**config.mk**
```make
export PLATFORM = sky130hd
export DESIGN_NAME = gte_mac_seq_flat
export DESIGN_NICKNAME = d
export VERILOG_FILES = /design/src/rtl/gte_mac_seq_if.sv /design/src/rtl/gte_mac_seq.sv /design/src/flat_wrapper.sv
export SDC_FILE = /design/constraint.sdc
export NUM_CORES = 1
export LEC_CHECK = 0
export BUFFER_PORTS_ARGS = -buffer_cell sky130_fd_sc_hd__buf_4
export CAP_MARGIN = 30
export CORE_UTILIZATION = 46
export DETAILED_ROUTE_END_ITERATION = 16
export GPL_TIMING_DRIVEN = 0
export PLACE_DENSITY = 0.87
export SLEW_MARGIN = 20
export SYNTH_ARGS = -nofsm -noshare
export SYNTH_HDL_FRONTEND = slang
export SYNTH_SLANG_ARGS = --single-unit
```
**constraint.sdc**
```tcl
create_clock -name i_clk -period 2.2 [get_ports i_clk]
set_clock_uncertainty 0.1 [all_clocks]
set_input_delay 0.22 -clock i_clk [delete_from_list [all_inputs] [get_ports i_clk]]
set_output_delay 0.22 -clock i_clk [all_outputs]
set_load 0.01 [all_outputs]
```
**src/rtl/gte_mac_seq_if.sv**
```systemverilog
// gte_mac_seq_if
//   Command and select bundle between the GTE command sequencer and its
//   surroundings.
//   Optional feature macro: GTE_SEQ_ABORT_EN adds the i_abort input.
//
//   Command side (into the sequencer):
//     i_start, i_mx, i_v, i_cv, i_sf, i_lm, i_stall, [i_abort]
//   Select side (out of the sequencer):
//     o_busy, o_done, o_mat, o_vec, o_comp, o_selLeft, o_selRight,
//     o_accLoad, o_accClr, o_accEn, o_trSel, o_row, o_wrRow, o_sf, o_lm
//
//   Modports:
//     slave  - the sequencer itself
//     master - whoever issues commands and consumes the selects
interface gte_mac_seq_if;
    logic       i_start;
    logic [1:0] i_mx;
    logic [1:0] i_v;
    logic [1:0] i_cv;
    logic       i_sf;
    logic       i_lm;
    logic       i_stall;
`ifdef GTE_SEQ_ABORT_EN
    logic       i_abort;
`endif
    logic       o_busy;
    logic       o_done;
    logic [1:0] o_mat;
    logic [1:0] o_vec;
    logic [1:0] o_comp;
    logic [2:0] o_selLeft;
    logic [3:0] o_selRight;
    logic       o_accLoad;
    logic       o_accClr;
    logic       o_accEn;
    logic [1:0] o_trSel;
    logic [1:0] o_row;
    logic       o_wrRow;
    logic       o_sf;
    logic       o_lm;

    modport slave (
        input  i_start, i_mx, i_v, i_cv, i_sf, i_lm, i_stall,
`ifdef GTE_SEQ_ABORT_EN
        input  i_abort,
`endif
        output o_busy, o_done, o_mat, o_vec, o_comp, o_selLeft, o_selRight,
               o_accLoad, o_accClr, o_accEn, o_trSel, o_row, o_wrRow, o_sf, o_lm
    );

    modport master (
        output i_start, i_mx, i_v, i_cv, i_sf, i_lm, i_stall,
`ifdef GTE_SEQ_ABORT_EN
        output i_abort,
`endif
        input  o_busy, o_done, o_mat, o_vec, o_comp, o_selLeft, o_selRight,
               o_accLoad, o_accClr, o_accEn, o_trSel, o_row, o_wrRow, o_sf, o_lm
    );
endinterface

```
**src/rtl/gte_mac_seq.sv**
```systemverilog
// gte_mac_seq
//   Command sequencer for a GTE matrix-vector multiply-accumulate. For each
//   of three rows it loads (or clears) the accumulator with a translation,
//   adds three column products, then writes the row back.
//   Per command: 3 x (TRANS + 3 MAC + WB) = 15 busy cycles, then DONE.
//   Optional feature macro: GTE_SEQ_ABORT_EN (adds bus.i_abort; an abort in
//   any busy state returns to IDLE with no strobes and no done pulse).
//
//   Ports:
//     i_clk  - clock, rising edge
//     i_rst  - asynchronous active-high reset
//     bus    - gte_mac_seq_if.slave: command inputs, stall, select outputs
module gte_mac_seq (
    input  logic          i_clk,
    input  logic          i_rst,
    gte_mac_seq_if.slave  bus
);

    typedef enum logic [2:0] {
        S_IDLE  = 3'd0,
        S_TRANS = 3'd1,
        S_MAC   = 3'd2,
        S_WB    = 3'd3,
        S_DONE  = 3'd4
    } state_t;

    state_t     state_q, state_d;
    logic [1:0] row_q, row_d;
    logic [1:0] col_q, col_d;
    logic [1:0] mx_q, mx_d;
    logic [1:0] v_q, v_d;
    logic [1:0] cv_q, cv_d;
    logic       sf_q, sf_d;
    logic       lm_q, lm_d;

    logic abort;
    logic go;

`ifdef GTE_SEQ_ABORT_EN
    assign abort = bus.i_abort;
`else
    assign abort = 1'b0;
`endif

    // A busy state advances only when neither stalled nor aborted.
    assign go = !bus.i_stall && !abort;

    always_ff @(posedge i_clk or posedge i_rst) begin
        if (i_rst) begin
            state_q <= S_IDLE;
            row_q   <= 2'd0;
            col_q   <= 2'd0;
            mx_q    <= 2'd0;
            v_q     <= 2'd0;
            cv_q    <= 2'd0;
            sf_q    <= 1'b0;
            lm_q    <= 1'b0;
        end else begin
            state_q <= state_d;
            row_q   <= row_d;
            col_q   <= col_d;
            mx_q    <= mx_d;
            v_q     <= v_d;
            cv_q    <= cv_d;
            sf_q    <= sf_d;
            lm_q    <= lm_d;
        end
    end

    always_comb begin
        state_d = state_q;
        row_d   = row_q;
        col_d   = col_q;
        mx_d    = mx_q;
        v_d     = v_q;
        cv_d    = cv_q;
        sf_d    = sf_q;
        lm_d    = lm_q;

        bus.o_busy     = 1'b0;
        bus.o_done     = 1'b0;
        bus.o_mat      = mx_q;
        bus.o_vec      = v_q;
        bus.o_comp     = 2'd0;
        bus.o_selLeft  = 3'd0;
        bus.o_selRight = 4'd0;
        bus.o_accLoad  = 1'b0;
        bus.o_accClr   = 1'b0;
        bus.o_accEn    = 1'b0;
        bus.o_trSel    = 2'd0;
        bus.o_row      = row_q;
        bus.o_wrRow    = 1'b0;
        bus.o_sf       = sf_q;
        bus.o_lm       = lm_q;

        case (state_q)
            S_IDLE: begin
                if (bus.i_start) begin
                    mx_d    = bus.i_mx;
                    v_d     = bus.i_v;
                    cv_d    = bus.i_cv;
                    sf_d    = bus.i_sf;
                    lm_d    = bus.i_lm;
                    row_d   = 2'd0;
                    col_d   = 2'd0;
                    state_d = S_TRANS;
                end
            end
            S_TRANS: begin
                bus.o_busy = 1'b1;
                // cv == 3 means "no translation": start the row from zero.
                if (cv_q != 2'd3) begin
                    bus.o_trSel   = cv_q;
                    bus.o_accLoad = go;
                end else begin
                    bus.o_accClr  = go;
                end
                if (go) state_d = S_MAC;
            end
            S_MAC: begin
                bus.o_busy    = 1'b1;
                bus.o_selLeft = {1'b0, col_q};
                bus.o_comp    = col_q;
                bus.o_accEn   = go;
                if (go) begin
                    if (col_q == 2'd2) begin
                        col_d   = 2'd0;
                        state_d = S_WB;
                    end else begin
                        col_d   = col_q + 2'd1;
                    end
                end
            end
            S_WB: begin
                bus.o_busy  = 1'b1;
                bus.o_wrRow = go;
                if (go) begin
                    if (row_q == 2'd2) begin
                        state_d = S_DONE;
                    end else begin
                        row_d   = row_q + 2'd1;
                        state_d = S_TRANS;
                    end
                end
            end
            S_DONE: begin
                // Stall is deliberately ignored here so done is never late.
                bus.o_done = 1'b1;
                state_d    = S_IDLE;
            end
            default: begin
                state_d = S_IDLE;
            end
        endcase

        // Abort beats stall and drops the command without a done pulse.
        if (abort && (state_q == S_TRANS || state_q == S_MAC || state_q == S_WB)) begin
            state_d = S_IDLE;
            row_d   = 2'd0;
            col_d   = 2'd0;
        end
    end

endmodule
```
**src/flat_wrapper.sv**
```systemverilog
// flat-port wrapper written by rule: the top's interface ports become plain ports
module gte_mac_seq_flat 
  (i_clk, i_rst, bus_i_start, bus_i_mx, bus_i_v, bus_i_cv, bus_i_sf, bus_i_lm, bus_i_stall, bus_o_busy, bus_o_done, bus_o_mat, bus_o_vec, bus_o_comp, bus_o_selLeft, bus_o_selRight, bus_o_accLoad, bus_o_accClr, bus_o_accEn, bus_o_trSel, bus_o_row, bus_o_wrRow, bus_o_sf, bus_o_lm);
  gte_mac_seq_if bus_i ();
  input  logic i_clk;
  input  logic i_rst;
  input wire logic [$bits(bus_i.i_start)-1:0] bus_i_start;
  input wire logic [$bits(bus_i.i_mx)-1:0] bus_i_mx;
  input wire logic [$bits(bus_i.i_v)-1:0] bus_i_v;
  input wire logic [$bits(bus_i.i_cv)-1:0] bus_i_cv;
  input wire logic [$bits(bus_i.i_sf)-1:0] bus_i_sf;
  input wire logic [$bits(bus_i.i_lm)-1:0] bus_i_lm;
  input wire logic [$bits(bus_i.i_stall)-1:0] bus_i_stall;
  output wire logic [$bits(bus_i.o_busy)-1:0] bus_o_busy;
  output wire logic [$bits(bus_i.o_done)-1:0] bus_o_done;
  output wire logic [$bits(bus_i.o_mat)-1:0] bus_o_mat;
  output wire logic [$bits(bus_i.o_vec)-1:0] bus_o_vec;
  output wire logic [$bits(bus_i.o_comp)-1:0] bus_o_comp;
  output wire logic [$bits(bus_i.o_selLeft)-1:0] bus_o_selLeft;
  output wire logic [$bits(bus_i.o_selRight)-1:0] bus_o_selRight;
  output wire logic [$bits(bus_i.o_accLoad)-1:0] bus_o_accLoad;
  output wire logic [$bits(bus_i.o_accClr)-1:0] bus_o_accClr;
  output wire logic [$bits(bus_i.o_accEn)-1:0] bus_o_accEn;
  output wire logic [$bits(bus_i.o_trSel)-1:0] bus_o_trSel;
  output wire logic [$bits(bus_i.o_row)-1:0] bus_o_row;
  output wire logic [$bits(bus_i.o_wrRow)-1:0] bus_o_wrRow;
  output wire logic [$bits(bus_i.o_sf)-1:0] bus_o_sf;
  output wire logic [$bits(bus_i.o_lm)-1:0] bus_o_lm;
  assign bus_i.i_start = bus_i_start;
  assign bus_i.i_mx = bus_i_mx;
  assign bus_i.i_v = bus_i_v;
  assign bus_i.i_cv = bus_i_cv;
  assign bus_i.i_sf = bus_i_sf;
  assign bus_i.i_lm = bus_i_lm;
  assign bus_i.i_stall = bus_i_stall;
  assign bus_o_busy = bus_i.o_busy;
  assign bus_o_done = bus_i.o_done;
  assign bus_o_mat = bus_i.o_mat;
  assign bus_o_vec = bus_i.o_vec;
  assign bus_o_comp = bus_i.o_comp;
  assign bus_o_selLeft = bus_i.o_selLeft;
  assign bus_o_selRight = bus_i.o_selRight;
  assign bus_o_accLoad = bus_i.o_accLoad;
  assign bus_o_accClr = bus_i.o_accClr;
  assign bus_o_accEn = bus_i.o_accEn;
  assign bus_o_trSel = bus_i.o_trSel;
  assign bus_o_row = bus_i.o_row;
  assign bus_o_wrRow = bus_i.o_wrRow;
  assign bus_o_sf = bus_i.o_sf;
  assign bus_o_lm = bus_i.o_lm;
  gte_mac_seq u_core (.i_clk(i_clk), .i_rst(i_rst), .bus(bus_i));
endmodule
```
==> flow_summary.toml, run 1 <==
[power_and_ir_drop]
power.switching_fraction = 0.376
p_switching_mw = 0.542
share_seq_of_total_power = 0.347
worst_ir_drop_vdd_mv = 0.658
clock_power_share = 0.110
leakage_nw = 0.599
power_density_mw_per_mm2 = 1180
cellInternalPower_mw = 0.900
share_comb_of_total_power = 0.542

[yosys]
synth-async-reset-ratio = 1.00
synth.area.mux_share = 0.101
synth_cells = 86
number_of_synthesis_warnings = 0
cell_area_after_technology_mapping_um2 = 893
synth_register_bits = 15
postSynthAreaPerCell_um2 = 10.4
post_synth_and_or_nand_nor_area_fraction = 0.275
synth_top_flop_cell = "dfrtp_1"
synth.top_cells.by_area = "dfrtp_1 42%, mux2_2 10%, buf_4 5.9%, nor2_1 3.4%, nand4bb_4 3.1%"
synth_xor_xnor_area_share = 0.00980
proportion_of_synthesized_chip_area_in_sequential_cells = 0.420
synth_compound_area_frac = 0.0630
synth_top_family_by_area = "simple AND/OR/NAND/NOR gates"
synth_top_area_share = 0.420
synth_top_area_cell = "dfrtp_1"
synth_cell_types = 31
yosys.area_share.adder = 0.0140
synth-edff-count = 0

[worst_setup_path]
critical_path.reg2reg.startpoint = "u_core.bus.o_row[0]$_DFFE_PP0P_"
worst_endpoint_required_time_ps = 1880
list_of_cells_traversed_by_the_critical_path = "buf_2 > or3b_4 > nor3b_2 > buf_4"
crit-reg2reg-capture = "u_core.bus.o_row[0]$_DFFE_PP0P_"
cp_slowest_cell = "dfrtp_2"
reg2reg_depth = 5
crit_path_end_kind = "output port"
setup.worst_path.start_class = "flop"
crit_path_max_incr_delay_ps = 440
worst_ep_arrival_time_ps = 1700
timing.setup.critical_path_class = "reg -> out"
regToRegSetupSlack_ps = 400
critical_path.n_buffers_inverters = 2
worst-path-max-fanout = 10
critPathTopFamily = "simple AND/OR/NAND/NOR gates"

[die]
rows = 15
ioPinCount = 37
die_h_um = 46.1
design.die.area_mm2 = 0.00212
start_util = 0.506
die_outline_width_um = 46.1
core-area_mm2 = 0.00176

[timing]
period_minus_slack_ps = 2020
post-route-period-util = 0.916
slew_viol_final = 0
setup-tns-final_ps = 0
unrepaired_setup_endpoints_after_global_routing = "false"
hold_viol = 0
total_of_endpoints_with_negative_setup_slack_in_the_final_report = 0
worst_slew_pin_tran_ps = 558
worst_slew_margin_rel = 0.626
maxClockFrequency_mhz = 496

[clocking]
tritoncts.num_buffers = 3
clock-root-buffer = "clkbuf_4"
post_cts_buffers = 0
path_clk_slew_ps = 90
clk_path_buf_depth = 2
cts_htree_levels = 1
clkSinkCount = 15
cts_tree = "done"
clkLatencyLatePin_ps = 280

[worst_hold_path]
worstHoldPathCells = 2
hold_start = "bus_i_v[1]"
holdCritPathClass = "in -> reg"
hold-path-endpoint = "u_core.bus.o_vec[1]$_DFFE_PP0P_"

[routing]
avgRoutedWirePerCell_um = 11.3
route.detailed.drc = 0
vias_per_cell = 5.04
detailroute.via_count = 756
drt.antenna.violating_nets = 0
drt_wl_total_mm = 1.70
drt_pass1_iterations = 4
first_iter_violations = 5

[cells_and_area]
n_antenna_cell = 0
layout.nets = 139
area_growth_syn_to_layout_pct = 37.1
layout-drive-gt1-share = 0.496
final_util = 0.694

[placed_design]
buffer_ports.inserted = 30
place_hpwl_mm = 1.32
final_weighted_congestion_in_routability_driven_placement = 0.788

[grt]
grt_pass1_wl_mm = 2.88
groute.usage.overall = 0.193
grt_pass1_vias = 682
grt_max_degree = 16
grt_antenna_before_repair = 0
grt_remaining_overflow = 0

[flow_run]
cap_viol_max_count = 0

[outcome]
run_status = "finished, final reports clean"
-- synth_stat cells, drive strengths merged (2+ instances only) --
master	instances
nor2	8
and3	2
nor2b	2
o21ai	3
dfrtp	15
nor3b	3
inv	3
mux2	8
or4	2
nand3	3
and2	2
nand2	6
buf	12
nand2b	2
-- placed cells by master, fill, tap and decap left out, drive strengths merged, types with 2 or more instances in the layout --
cell	Yosys	routed
and2	2	2
nand3	3	3
clkbuf	0	4
mux2	8	8
nand2	6	6
and3	2	2
nor2	8	8
conb	1	5
nor2b	2	2
o21ai	3	3
or4	2	2
dfrtp	15	15
buf	12	42
nor3b	3	3
inv	3	3
nand2b	2	2
-- layer usage --
metal  track usage  routed length [um]  vias up
met3        0.0392                 111        5
met4        0.0882                  29        0
met1         0.238                 752      360
met5             0                   0        -
li1              -                   -      362
met2         0.321                 803       29
-- worst max-delay path by stage --
stage	endpoint	cells past startpoint	slack, ps	startpoint
after global placement	bus_o_trSel[0]	4	410	u_core.state_q[2]$_DFFE_PP0P_
after global routing	bus_o_accLoad	4	120	u_core.state_q[2]$_DFFE_PP0P_
after detailed placement	bus_o_trSel[0]	4	340	u_core.state_q[2]$_DFFE_PP0P_
after floorplan	u_core.bus.o_row[0]$_DFFE_PP0P_	5	450	u_core.bus.o_row[0]$_DFFE_PP0P_
after CTS	bus_o_trSel[0]	4	20	u_core.state_q[2]$_DFFE_PP0P_
final	bus_o_trSel[0]	4	180	u_core.state_q[2]$_DFFE_PP0P_
-- power groups by stage --
stage                     Combinational [mW]  Sequential, mW  Clock, mW
final                                  0.782           0.500      0.159
after global routing                   0.864           0.520      0.175
after floorplan                        0.460           0.522          0
after CTS                              0.765           0.500      0.164
after global placement                 0.739           0.498          0
after detailed placement               0.764           0.506          0
-- layout make-up --
cell class | count | area [um^2]
Fill cell | 151 | 539
Multi-Input combinational cell | 60 | 454
Sequential cell | 15 | 377
Timing Repair Buffer | 31 | 235
Buffer | 12 | 90.1
Tap cell | 25 | 31.3
Clock buffer | 4 | 26.3
Inverter | 3 | 11.3
-- per-stage QoR --
stage / instance area [um^2] / hold slack, ps / worst slack, ps / power (mW) / instances
5_1_grt: 1220 / 48.3 / 120 / 1.56 / 150
6_report: 1220 / 62.4 / 184 / 1.44 / 150
4_1_cts: 1200 / 57.7 / 23.7 / 1.43 / 150
2_1_floorplan: 908 / 21.5 / 453 / 0.982 / 90
3_5_place_dp: 1160 / 214 / 342 / 1.27 / 145
3_3_place_gp: 1160 / 209 / 405 / 1.24 / 145
-- flip-flops by register name (all words and copies together) (netlist names) --
register and flops:
u_core.bus.o_lm 1, u_core.bus.o_sf 1, u_core.bus.o_vec 2, u_core.bus.o_mat 2
u_core.bus.o_row 2, u_core.col_q 2, u_core.cv_q 2, u_core.state_q 3
-- kinds of logic (layout without fill, tap and decap cells) --
logic type | after synthesis | after routing
buffers and inverters | 15 | 50
other | 1 | 5
AOI/OAI and AO/OA | 8 | 8
and+or+nand+nor | 37 | 37
xor gates and xnor gates | 1 | 1
DFF | 15 | 15
muxes | 8 | 8
adders and majority gates | 1 | 1
-- what timing repair did --
item / CTS / global route
gates resized for setup: 0 / 6
hold buffers: 1 / 0
setup endpoints to repair: 0 / 4
hold endpoints to repair: 15 / 0
Power figures use the tool's default switching activity.
==> inputs of run 2 (changes only) <==
RECOVER_POWER = 25   (was default)
==> run 2 against run 1 <==
Effect of this change:
- utilization did not move
- via count unchanged
- first-iteration DRC count did not move
- fmax unchanged
- design area stayed put
- sequential power hardly changed
- combinational power hardly changed
- setup slack unchanged
- clock power hardly changed
==> flow_summary.toml, run 2 (synthesized netlist as in run 1, its figures left out) <==
[worst_setup_path]
cp_slowest_cell = "dfrtp_2"
list_of_cells_traversed_by_the_critical_path = "buf_2 > or3b_4 > nor3b_2 > buf_4"
worst_endpoint_required_time_ps = 1880
worst_ep_arrival_time_ps = 1700
crit_path_end_kind = "output port"
worst-path-max-fanout = 10
timing.setup.critical_path_class = "reg -> out"
setup.worst_path.start_class = "flop"
crit_path_max_incr_delay_ps = 440

[placed_design]
dp_slack_ps = 342
final_weighted_congestion_in_routability_driven_placement = 0.788
placed_cell_area_mm2 = 0.00116
buffer_ports.inserted = 30
place_inst = 145
place_hpwl_mm = 1.32

[routing]
avgRoutedWirePerCell_um = 11.3
drt_pass1_iterations = 4
first_iter_violations = 5
route.detailed.drc = 0
vias_per_cell = 5.04
drt.antenna.violating_nets = 0
detailroute.via_count = 756
drt_wl_total_mm = 1.70

[die]
rows = 15
start_util = 0.506
die_outline_width_um = 46.1
die_h_um = 46.1
core-area_mm2 = 0.00176
ioPinCount = 37
design.die.area_mm2 = 0.00212

[cells_and_area]
area_growth_syn_to_layout_pct = 37.1
layout-drive-gt1-share = 0.496
n_antenna_cell = 0
fillerInstances = 151
layout.nets = 139
largest_register_ff_count = 3
final_area_mm2 = 0.00122
mostFrequentLayoutCells = "36 x buf_4, 14 x dfrtp_1, 8 x mux2_2, 8 x nor2_1, 6 x nand2_1"
registers.top_by_ff_count = "u_core.state_q"
final_util = 0.694
final-instance-count-excl-fill = 150
final_common_cell = "buf_4"

[timing]
slew_viol_final = 0
worst_slew_margin_rel = 0.626
period_minus_slack_ps = 2020
hold_viol = 0
final_hold_slack_ps = 62.2
worst_slew_pin_tran_ps = 558
total_of_endpoints_with_negative_setup_slack_in_the_final_report = 0
post-route-period-util = 0.916
maxClockFrequency_mhz = 496
unrepaired_setup_endpoints_after_global_routing = "false"
final_ws_setup_ps = 184
setup-tns-final_ps = 0

[clocking]
clkSinkCount = 15
clock-root-buffer = "clkbuf_4"
clkLatencyLatePin_ps = 280
cts_htree_levels = 1
clk_path_buf_depth = 2
cts_tree = "done"
path_clk_slew_ps = 90
tritoncts.num_buffers = 3

[grt]
grt_pass1_vias = 682
grt_pass1_wl_mm = 2.88
grt_antenna_before_repair = 0
grt_remaining_overflow = 0
groute.usage.overall = 0.193
grt_max_degree = 16

[flow_run]
cap_viol_max_count = 0

[power_and_ir_drop]
power_density_mw_per_mm2 = 1180
worst_ir_drop_vdd_mv = 0.658
leakage_nw = 0.599
finalPower_mw = 1.44

[worst_hold_path]
holdCritPathClass = "in -> reg"

[outcome]
run_status = "finished, final reports clean"
run 2: power breakdown:
part,total (mW),switching (mW),internal (mW),leakage [nW]
clock,0.159,0.0887,0.0704,0.0150
sequential,0.500,0.0997,0.401,0.183
combinational,0.781,0.353,0.428,0.402
total,1.44,0.542,0.899,0.599
run 2: worst max-delay path, delay by kind of cell (launching register included):
family	cells	cell delay (ps)
AND/OR/NAND/NOR	2	630
flip-flops	1	440
buffers and inverters	2	330
run 2: per-layer routing:
layer	share of wire	global-route usage	vias up
li1	-	-	362
met1	0.44	0.238	360
met2	0.47	0.321	29
met3	0.066	0.0392	5
met4	0.017	0.0882	0
met5	0	0	-
run 2: worst paths after layout:
check | cells after the start | slack [ps] | startpoint | endpoint
min in group asynchronous | 3 | 430 | i_rst | u_core.bus.o_vec[1]$_DFFE_PP0P_
worst min-delay path | 2 | 60 | bus_i_v[1] | u_core.bus.o_vec[1]$_DFFE_PP0P_
max in group asynchronous | 3 | 1170 | i_rst | u_core.state_q[2]$_DFFE_PP0P_
worst min register to register | 1 | 420 | u_core.bus.o_sf$_DFFE_PP0P_ | u_core.bus.o_sf$_DFFE_PP0P_
worst max-delay path | 4 | 180 | u_core.state_q[2]$_DFFE_PP0P_ | bus_o_trSel[0]
worst max register to register | 5 | 400 | u_core.bus.o_row[0]$_DFFE_PP0P_ | u_core.bus.o_row[0]$_DFFE_PP0P_
run 2: final cells by class:
cell class / instances / area (um^2) / area share
Tap cell: 25 / 31.3 / 0.0255
Clock buffer: 4 / 26.3 / 0.0215
Timing Repair Buffer: 31 / 235 / 0.192
Inverter: 3 / 11.3 / 0.00919
Buffer: 12 / 90.1 / 0.0735
Multi-Input combinational cell: 60 / 454 / 0.371
Sequential cell: 15 / 377 / 0.307
run 2: timing repair:
action | CTS | global route
setup endpoints to repair | 0 | 4
endpoints found under the hold margin | 15 | 0
resized for setup | 0 | 6
setup buffers | 0 | 0
hold buffers | 1 | 0
==> inputs of run 3 (changes only) <==
MAX_ROUTING_LAYER = met4   (was default)
==> run 3 against run 2 <==
Effect of this change:
- count of clock-buffer cells in the layout stayed put
- clock power about the same
- routed wire length rose by 0.18%
- sequential power about the same
- first-iteration DRC count up 40%
- highest routed layer unchanged
==> flow_summary.toml, run 3 (synthesized netlist as in run 1, its figures left out) <==
[outcome]
run_status = "finished, final reports clean"

[cells_and_area]
layout.nets = 139
final_common_cell = "buf_4"
fillerInstances = 151
largest_register_ff_count = 3
final_area_mm2 = 0.00122
registers.top_by_ff_count = "u_core.state_q"
mostFrequentLayoutCells = "36 x buf_4, 14 x dfrtp_1, 8 x mux2_2, 8 x nor2_1, 6 x nand2_1"
n_antenna_cell = 0
area_growth_syn_to_layout_pct = 37.1
layout-drive-gt1-share = 0.496

[die]
ioPinCount = 37
core-area_mm2 = 0.00176
die_outline_width_um = 46.1
design.die.area_mm2 = 0.00212
start_util = 0.506
die_h_um = 46.1
rows = 15

[timing]
worst_slew_pin_tran_ps = 558
hold_viol = 0
setup-tns-final_ps = 0
post-route-period-util = 0.915
unrepaired_setup_endpoints_after_global_routing = "false"
total_of_endpoints_with_negative_setup_slack_in_the_final_report = 0
slew_viol_final = 0
worst_slew_margin_rel = 0.626
final_ws_setup_ps = 188
final_hold_slack_ps = 63.9
maxClockFrequency_mhz = 497
period_minus_slack_ps = 2010

[worst_setup_path]
worst_endpoint_required_time_ps = 1880
timing.setup.critical_path_class = "reg -> out"
crit-reg2reg-capture = "u_core.bus.o_row[0]$_DFFE_PP0P_"
critical_path.reg2reg.startpoint = "u_core.bus.o_row[0]$_DFFE_PP0P_"
regToRegSetupSlack_ps = 400
worst-path-max-fanout = 10
crit_path_end_kind = "output port"
setup.worst_path.start_class = "flop"
reg2reg_depth = 5
worst_ep_arrival_time_ps = 1690

[routing]
first_iter_violations = 7
drt_wl_total_mm = 1.70
route.detailed.drc = 0
avgRoutedWirePerCell_um = 11.3
vias_per_cell = 5.04
drt.antenna.violating_nets = 0
drt_pass1_iterations = 4
detailroute.via_count = 756

[power_and_ir_drop]
worst_ir_drop_vdd_mv = 0.659
power_density_mw_per_mm2 = 1170
leakage_nw = 0.599

[clocking]
cts_tree = "done"
clk_path_buf_depth = 2
clkLatencyLatePin_ps = 280
clkSinkCount = 15
post_cts_buffers = 0
cts_htree_levels = 1
tritoncts.num_buffers = 3
clock-root-buffer = "clkbuf_4"
path_clk_slew_ps = 90

[grt]
groute.usage.overall = 0.198
grt_pass1_wl_mm = 2.88
grt_antenna_before_repair = 0
grt_remaining_overflow = 0
grt_pass1_vias = 682
grt_max_degree = 16

[placed_design]
placed_cell_area_mm2 = 0.00116
buffer_ports.inserted = 30
place_hpwl_mm = 1.32
final_weighted_congestion_in_routability_driven_placement = 0.799
dp_slack_ps = 342

[worst_hold_path]
hold_start = "bus_i_v[1]"
worstHoldPathCells = 2
holdCritPathClass = "in -> reg"
hold-path-endpoint = "u_core.bus.o_vec[1]$_DFFE_PP0P_"

[flow_run]
cap_viol_max_count = 0
run 3: layer usage:
metal  vias up  track usage  wire length, um
met5         -            -                0
met4         0       0.0882                7
met3         2       0.0353              113
met2        30        0.321              822
met1       363        0.240              755
li1        361            -                -
run 3: worst max-delay path by stage:
stage	from	to	slack (ps)	cells past startpoint
5_1_grt	u_core.state_q[2]$_DFFE_PP0P_	bus_o_accLoad	120	4
3_5_place_dp	u_core.state_q[2]$_DFFE_PP0P_	bus_o_trSel[0]	340	4
4_1_cts	u_core.state_q[2]$_DFFE_PP0P_	bus_o_trSel[0]	20	4
2_1_floorplan	u_core.bus.o_row[0]$_DFFE_PP0P_	u_core.bus.o_row[0]$_DFFE_PP0P_	450	5
6_report	u_core.state_q[2]$_DFFE_PP0P_	bus_o_trSel[0]	190	4
3_3_place_gp	u_core.state_q[2]$_DFFE_PP0P_	bus_o_trSel[0]	410	4
run 3: per-stage QoR:
stage,power [mW],cells,util
final,1.44,150,0.694
after global placement,1.24,145,0.660
after CTS,1.43,150,0.681
after detailed placement,1.27,145,0.660
after floorplan,0.982,90,-
after global routing,1.56,150,0.694
run 3: where the power goes:
group	switching, mW	internal (mW)
logic	0.353	0.428
registers	0.0998	0.401
clock network	0.0864	0.0704
total	0.540	0.899
run 3: critical path, stage by stage (launching register included):
cell and delay, ps:
dfrtp_2 440, buf_2 190, or3b_4 440, nor3b_2 190
buf_4 140
run 3: area by class of cell:
class / instances / area [um^2] / share of cell area
plain buffers: 12 / 90.1 / 0.0735
inverters: 3 / 11.3 / 0.00919
multi-input cells: 60 / 454 / 0.371
repair buffers: 31 / 235 / 0.192
well taps: 25 / 31.3 / 0.0255
flip-flops and latches: 15 / 377 / 0.307
clock buffers: 4 / 26.3 / 0.0215
run 3: what timing repair did:
| action | 4_1_cts | 5_1_grt |
|---|---|---|
| hold buffers | 1 | 0 |
| hold endpoints to repair | 15 | 0 |
| gates resized for setup | 0 | 6 |
| endpoints found under the setup margin | 0 | 4 |
